[src/rtl/moore_pair_detector.sv]
// Registered Moore FSM that recognises the ordered symbol pair (a, b) on a
// W-bit stream, tracking lock, a saturating pair count and illegal symbols.
module moore_pair_detector #(
    parameter int W     = 3,
    parameter int CNT_W = 8
) (
    input  logic             clk,
    input  logic             reset,
    input  logic [W-1:0]     a,
    input  logic [W-1:0]     b,
    input  logic [W-1:0]     sym,
    input  logic             sym_valid,
    input  logic             clr,
    output logic             match,
    output logic             locked,
    output logic [CNT_W-1:0] match_cnt,
    output logic             err,
    output logic             err_seen
);

    localparam logic [1:0] IDLE   = 2'd0;
    localparam logic [1:0] SEEN_A = 2'd1;
    localparam logic [1:0] MATCH  = 2'd2;
    localparam logic [1:0] WAIT   = 2'd3;

    localparam logic [CNT_W-1:0] CNT_MAX = '1;
    localparam logic [CNT_W-1:0] CNT_ONE = {{(CNT_W-1){1'b0}}, 1'b1};

    logic [1:0]       state_q, state_d;
    logic             pair_seen_q, pair_seen_d;
    logic             locked_q, locked_d;
    logic [CNT_W-1:0] cnt_q, cnt_d;
    logic             err_q, err_d;
    logic             err_seen_q, err_seen_d;
    logic             sym_illegal;

    assign sym_illegal = sym_valid && (sym != a) && (sym != b);

    // b is tested before a in SEEN_A so that a == b alternates SEEN_A <-> MATCH.
    always_comb begin
        // NOTE: every always_comb output gets a default first so no path infers a latch.
        state_d = state_q;
        if (sym_valid) begin
            case (state_q)
                SEEN_A: begin
                    if (sym == b)      state_d = MATCH;
                    else if (sym == a) state_d = SEEN_A;
                    else               state_d = IDLE;
                end
                default: state_d = (sym == a) ? SEEN_A : IDLE;
            endcase
        end else if (state_q == MATCH) begin
            state_d = WAIT;
        end
        if (clr) state_d = IDLE;
    end

    // pair_seen remembers that a MATCH was reached since the last IDLE visit.
    always_comb begin
        pair_seen_d = pair_seen_q;
        locked_d    = locked_q;
        cnt_d       = cnt_q;
        err_d       = sym_illegal && !clr;
        err_seen_d  = err_seen_q || err_d;
        if (state_d == MATCH) begin
            locked_d    = pair_seen_q;
            pair_seen_d = 1'b1;
            if (cnt_q != CNT_MAX) cnt_d = cnt_q + CNT_ONE;
        end else if (state_d == IDLE) begin
            locked_d    = 1'b0;
            pair_seen_d = 1'b0;
        end
        if (clr) begin
            cnt_d      = '0;
            err_seen_d = 1'b0;
        end
    end

    always_ff @(posedge clk or negedge reset) begin
        if (!reset) begin
            state_q     <= IDLE;
            pair_seen_q <= 1'b0;
            locked_q    <= 1'b0;
            cnt_q       <= '0;
            err_q       <= 1'b0;
            err_seen_q  <= 1'b0;
        end else begin
            // NOTE: sequential state uses non-blocking assignment so all flops update together.
            state_q     <= state_d;
            pair_seen_q <= pair_seen_d;
            locked_q    <= locked_d;
            cnt_q       <= cnt_d;
            err_q       <= err_d;
            err_seen_q  <= err_seen_d;
        end
    end

    assign match     = (state_q == MATCH);
    assign locked    = locked_q;
    assign match_cnt = cnt_q;
    assign err       = err_q;
    assign err_seen  = err_seen_q;

endmodule

[config.mk]
export PLATFORM = sky130hd
export DESIGN_NAME = moore_pair_detector
export DESIGN_NICKNAME = d
export VERILOG_FILES = /design/src/rtl/moore_pair_detector.sv
export SDC_FILE = /design/constraint.sdc
export NUM_CORES = 1
export LEC_CHECK = 0
export CAP_MARGIN = 0
export CORE_MARGIN = 1
export CORE_UTILIZATION = 42
export DETAILED_ROUTE_END_ITERATION = 10
export PLACE_DENSITY_LB_ADDON = 0.08
export SYNTH_ARGS = -nofsm -noshare
export SYNTH_HDL_FRONTEND = slang
export SYNTH_SLANG_ARGS = --single-unit
export TNS_END_PERCENT = 100
[constraint.sdc]
create_clock -name clk -period 4.8 [get_ports clk]
set_clock_uncertainty 0.05 [all_clocks]
set_input_delay 0.72 -clock clk [delete_from_list [all_inputs] [get_ports clk]]
set_output_delay 0.72 -clock clk [all_outputs]
set_load 0.1 [all_outputs]
Yosys cells after proc, flatten, opt, wreduce, memory -nomap -nowiden
Cells that the tools add are included.
{ "totals": {"ff_bits": 14, "in_bits": 13, "out_inout_bits": 12, "wordCells": 38} }
{ "classes": {"muxes": 13, "reduce_logical": 10, "addsub": 1, "eq_ne": 8} }
{ "ops": {"columns": ["operator", "n"], "rows": [
  ["8-bit 2-to-1 mux", 3],
  ["2-bit 2-to-1 mux", 5],
  ["8-bit by 1-bit adder with 8-bit output (second input constant)", 1],
  ["8-bit inequality test (second input constant)", 1],
  ["3-bit equality test", 2],
  ["3-bit inequality test", 2],
  ["2-bit nonzero test", 3],
  ["1-bit 2-to-1 mux", 5],
  ["2-bit equality test (second input constant)", 2],
  ["1-bit logical AND", 3],
  ["2-bit by 1-bit equality test with 1-bit output (second input constant)", 1],
  ["2-bit logical NOT", 1],
  ["2-bit AND reduction", 1],
  ["1-bit logical NOT", 1],
  ["1-bit logical OR", 1]
]} }

Longest topological paths before layout
{ "depth": {"ltp_word": 9, "depth_mapped": 5, "depth_no_buf": 5} }

Least setup slack after synthesis
No wires, ideal clock.
{ "synth_timing": {"path_kind": "register to output", "from": "reg state_q[0]", "to": "out match", "n_path_buf": 0, "required_ns": 4.030, "path_stages_with_launch": 2, "path_slack_ns": 2.317, "t_arrival_ns": 1.713, "cell_sequence": "dfrtp_1 nor2b_1"} }
{ "synth_between": {"elab_chain_cells": 1} }
{ "synth_rtl": {"columns": ["element", "line_no", "source"], "rows": [
  ["start, declared", "29", "logic [1:0] state_q, state_d;"],
  ["start signal, assigned", "89", "state_q <= state_d;"],
  ["2-bit equality test", "98", "assign match = (state_q == MATCH);"],
  ["end, declared", "14", "output logic match,"]
]} }
No other way between the ends.

Worst setup path after layout
{ "layout_timing": {"from": "reg state_q[1]", "to": "out match"} }
Same word-level chain as after synthesis.

==> run metrics <==
status=complete, no violations; M1 wire length=724 µm; IO Count=25; Fillers=167; unrepaired setup endpoints after global routing=false; syn_nets=96; Yosys warnings=0; worst slew pin tran=966.9 ps; Mapped Cells=82; vias per cell=5.420; Post CTS Setup Buffer Count=0; max-cap check violation count=0; first-pass GRT wire length=2573 µm; Area contributors post-synth=dfrtp_1, nor2_1, xnor2_1, xor2_1, nand3_1; Worst Hold Depth=1; 1st-pass router iterations=4; Crit path arrival time=1910 ps; highest-count cells in the layout ignoring fill and taps=clkdlybuf4s50_1, dfrtp_1, nor2_1; met2 WL post-DR=791 µm; cts-stage hold buffer count=0; # nets final=122; CTS-repair resized insts=0; post-route ant nets=0; Syn Area/Cell=9.720 µm²; Clk pin slew, worst setup/hold paths=70 ps; Synth async-reset ratio=1.000; htree depth=1; Clock Tree Buf Depth=2; worst-path maximum fanout=4; Main synth FF type=dfrtp_1; Slew HR=0.3534; R2R setup slack=2840 ps; R2R depth=4; die height=45.56 µm; # setup viols final=0; crit path kind=flop to output pin; Final Hold Viols=0; clk_lat worst skew=280 ps; FF+latch count, synth=14; placed insts=128; final setup TNS=0 ps; TritonCTS clock tree=yes; crit-path cells=nor2b_1, clkdlybuf4s50_1; PwrDens=211.4 mW/mm²; top cell type's share of synthesized area=0.4396; Die ar.=0.002076 mm²; core area=0.001745 mm²; Top Metal Used=met4; # clock sinks=14; routed len/inst=12.64 µm; initial core utilization=0.4566; Finished Layout Cells=131; register area=350.3 µm²; Clk pwr share=0.278; GRT Total Usage=0.1779; Sw Share=0.2708; hold path start=pair_seen_q; leading area contributor after synthesis=dfrtp_1; die width=45.56 µm; fin crit period=2679 ps; crit start category=flop; total CTS buffers=3; Switch Pwr=0.00006175 W; Worst IR Drop VDD=0.1725 mV; Routed met3 length=113 µm; PortBufs=24; synth unique cells=34; total congestion overflow=0; Hold Crit Endpoint=pair_seen_q; DRC errors left=0; Routed WL=1656 µm; clk root buf=clkbuf_4; ANT cells=0; Critical-path top delay cell=clkdlybuf4s50_1; R2R Path End=match_cnt[3]; FF-to-FF Start=state_q[1]; EDFF count, synth=0; Std-Cell Rows=15; Pleak=0.4496 nW; period utilization=0.5581; via count=710; most common cell after layout, fill and taps aside=clkdlybuf4s50_1; multi-input logic area=419.2 µm²; Hold Crit Class=flop to flop; Setup crit start=state_q[1]; Pint=0.0001663 W; RePlAce Congestion=0.7577; Max Slew Vio Count=0; initial antenna violation count=0; Crit. End Element=output pin; WP data required=4030 ps; FMAX=373.3 MHz; dpl hpwl=1256 µm; Seq/Total Area, Yosys=0.4396; largest net degree at the start of global routing=19; sequential power share=0.531; share of cells above drive strength 1=0.07547; First DRT Iteration DRCs=13; power share of the combinational group=0.190; largest stage delay on the critical path=1130 ps; Post-Syn Area=797.0 µm²; Layout area overhead=35.32%; vias in the first global route=624
-- sequential cells by signal, summed over array words and instances, names as in the netlist --
signal,cells
err_seen,1
locked,1
match_cnt,8
err,1
pair_seen_q,1
state_q,2
-- worst max-delay path: cells and delay by family (launching register included) --
family,cells,cell delay [ps]
buffers and inverters,1,1130
flip-flops,1,370
AND/OR/NAND/NOR,1,130
-- cell usage after synthesis, types with 2 or more instances --
master,n
mux2_2,2
o211ai_1,3
xor2_1,3
nand2_1,5
xnor2_1,3
dfrtp_1,14
and3_1,2
nor2b_1,3
inv_1,4
a21oi_1,2
a31o_1,2
nand3_1,5
nor2_1,9
or4_1,2
o311a_1,2
clkbuf_1,2
nor4_1,2
-- power groups by stage --
| stage | Combinational [W] | Clock [W] | Sequential [W] |
|---|---|---|---|
| 6_report | 0.0000434 | 0.0000635 | 0.000121 |
| 5_1_grt | 0.0000469 | 0.0000716 | 0.000122 |
| 4_1_cts | 0.0000441 | 0.0000678 | 0.000121 |
| 3_5_place_dp | 0.0000438 | 0 | 0.000124 |
| 3_3_place_gp | 0.0000436 | 0 | 0.000124 |
| 2_1_floorplan | 0.0000135 | 0 | 0.000135 |
-- worst max-delay path by stage --
stage / end / slack, ps / cells after the start
after floorplan: match / 2320 / 1
after global placement: match_cnt[3] / 1990 / 5
after detailed placement: match_cnt[3] / 1990 / 5
after CTS: match / 2100 / 2
after global routing: match / 2010 / 2
final: match / 2120 / 2
-- cell families (layout without fill, tap and decap cells) --
family	Yosys count	count (layout)	share of synthesized area
and+or+nand+nor	36	36	0.2543
AOI/OAI and AO/OA	16	16	0.1617
DFF	14	14	0.4396
buffers and inverters	7	31	0.03453
xor gates and xnor gates	6	6	0.06595
muxes	2	2	0.02826
adders and majority gates	1	1	0.01570
-- per-layer routing --
layer	up-vias	track usage
li1	356	-
met1	326	0.2195
met2	23	0.2886
met3	5	0.03968
met4	0	0.09091
met5	-	0
-- cell type report --
cell class                 count  area share
tap                           25     0.02900
multi-input combinational     61      0.3886
inverter                       4     0.01392
sequential                    14      0.3248
timing repair buffer          24      0.2227
clock buffer                   3     0.02088
-- through the flow --
step	power (W)	area (µm²)	hold slack (ps)	util	worst slack (ps)
2_1_floorplan	0.0001484	797.0	374.4	-	2317
3_3_place_gp	0.0001671	1056	409.7	0.6050	1993
3_5_place_dp	0.0001674	1056	419.8	0.6050	1985
4_1_cts	0.0002332	1079	434.7	0.6179	2097
5_1_grt	0.0002401	1079	468.6	0.6179	2007
6_report	0.0002280	1079	430.4	0.6179	2121
(Power assumes the default switching activity.)
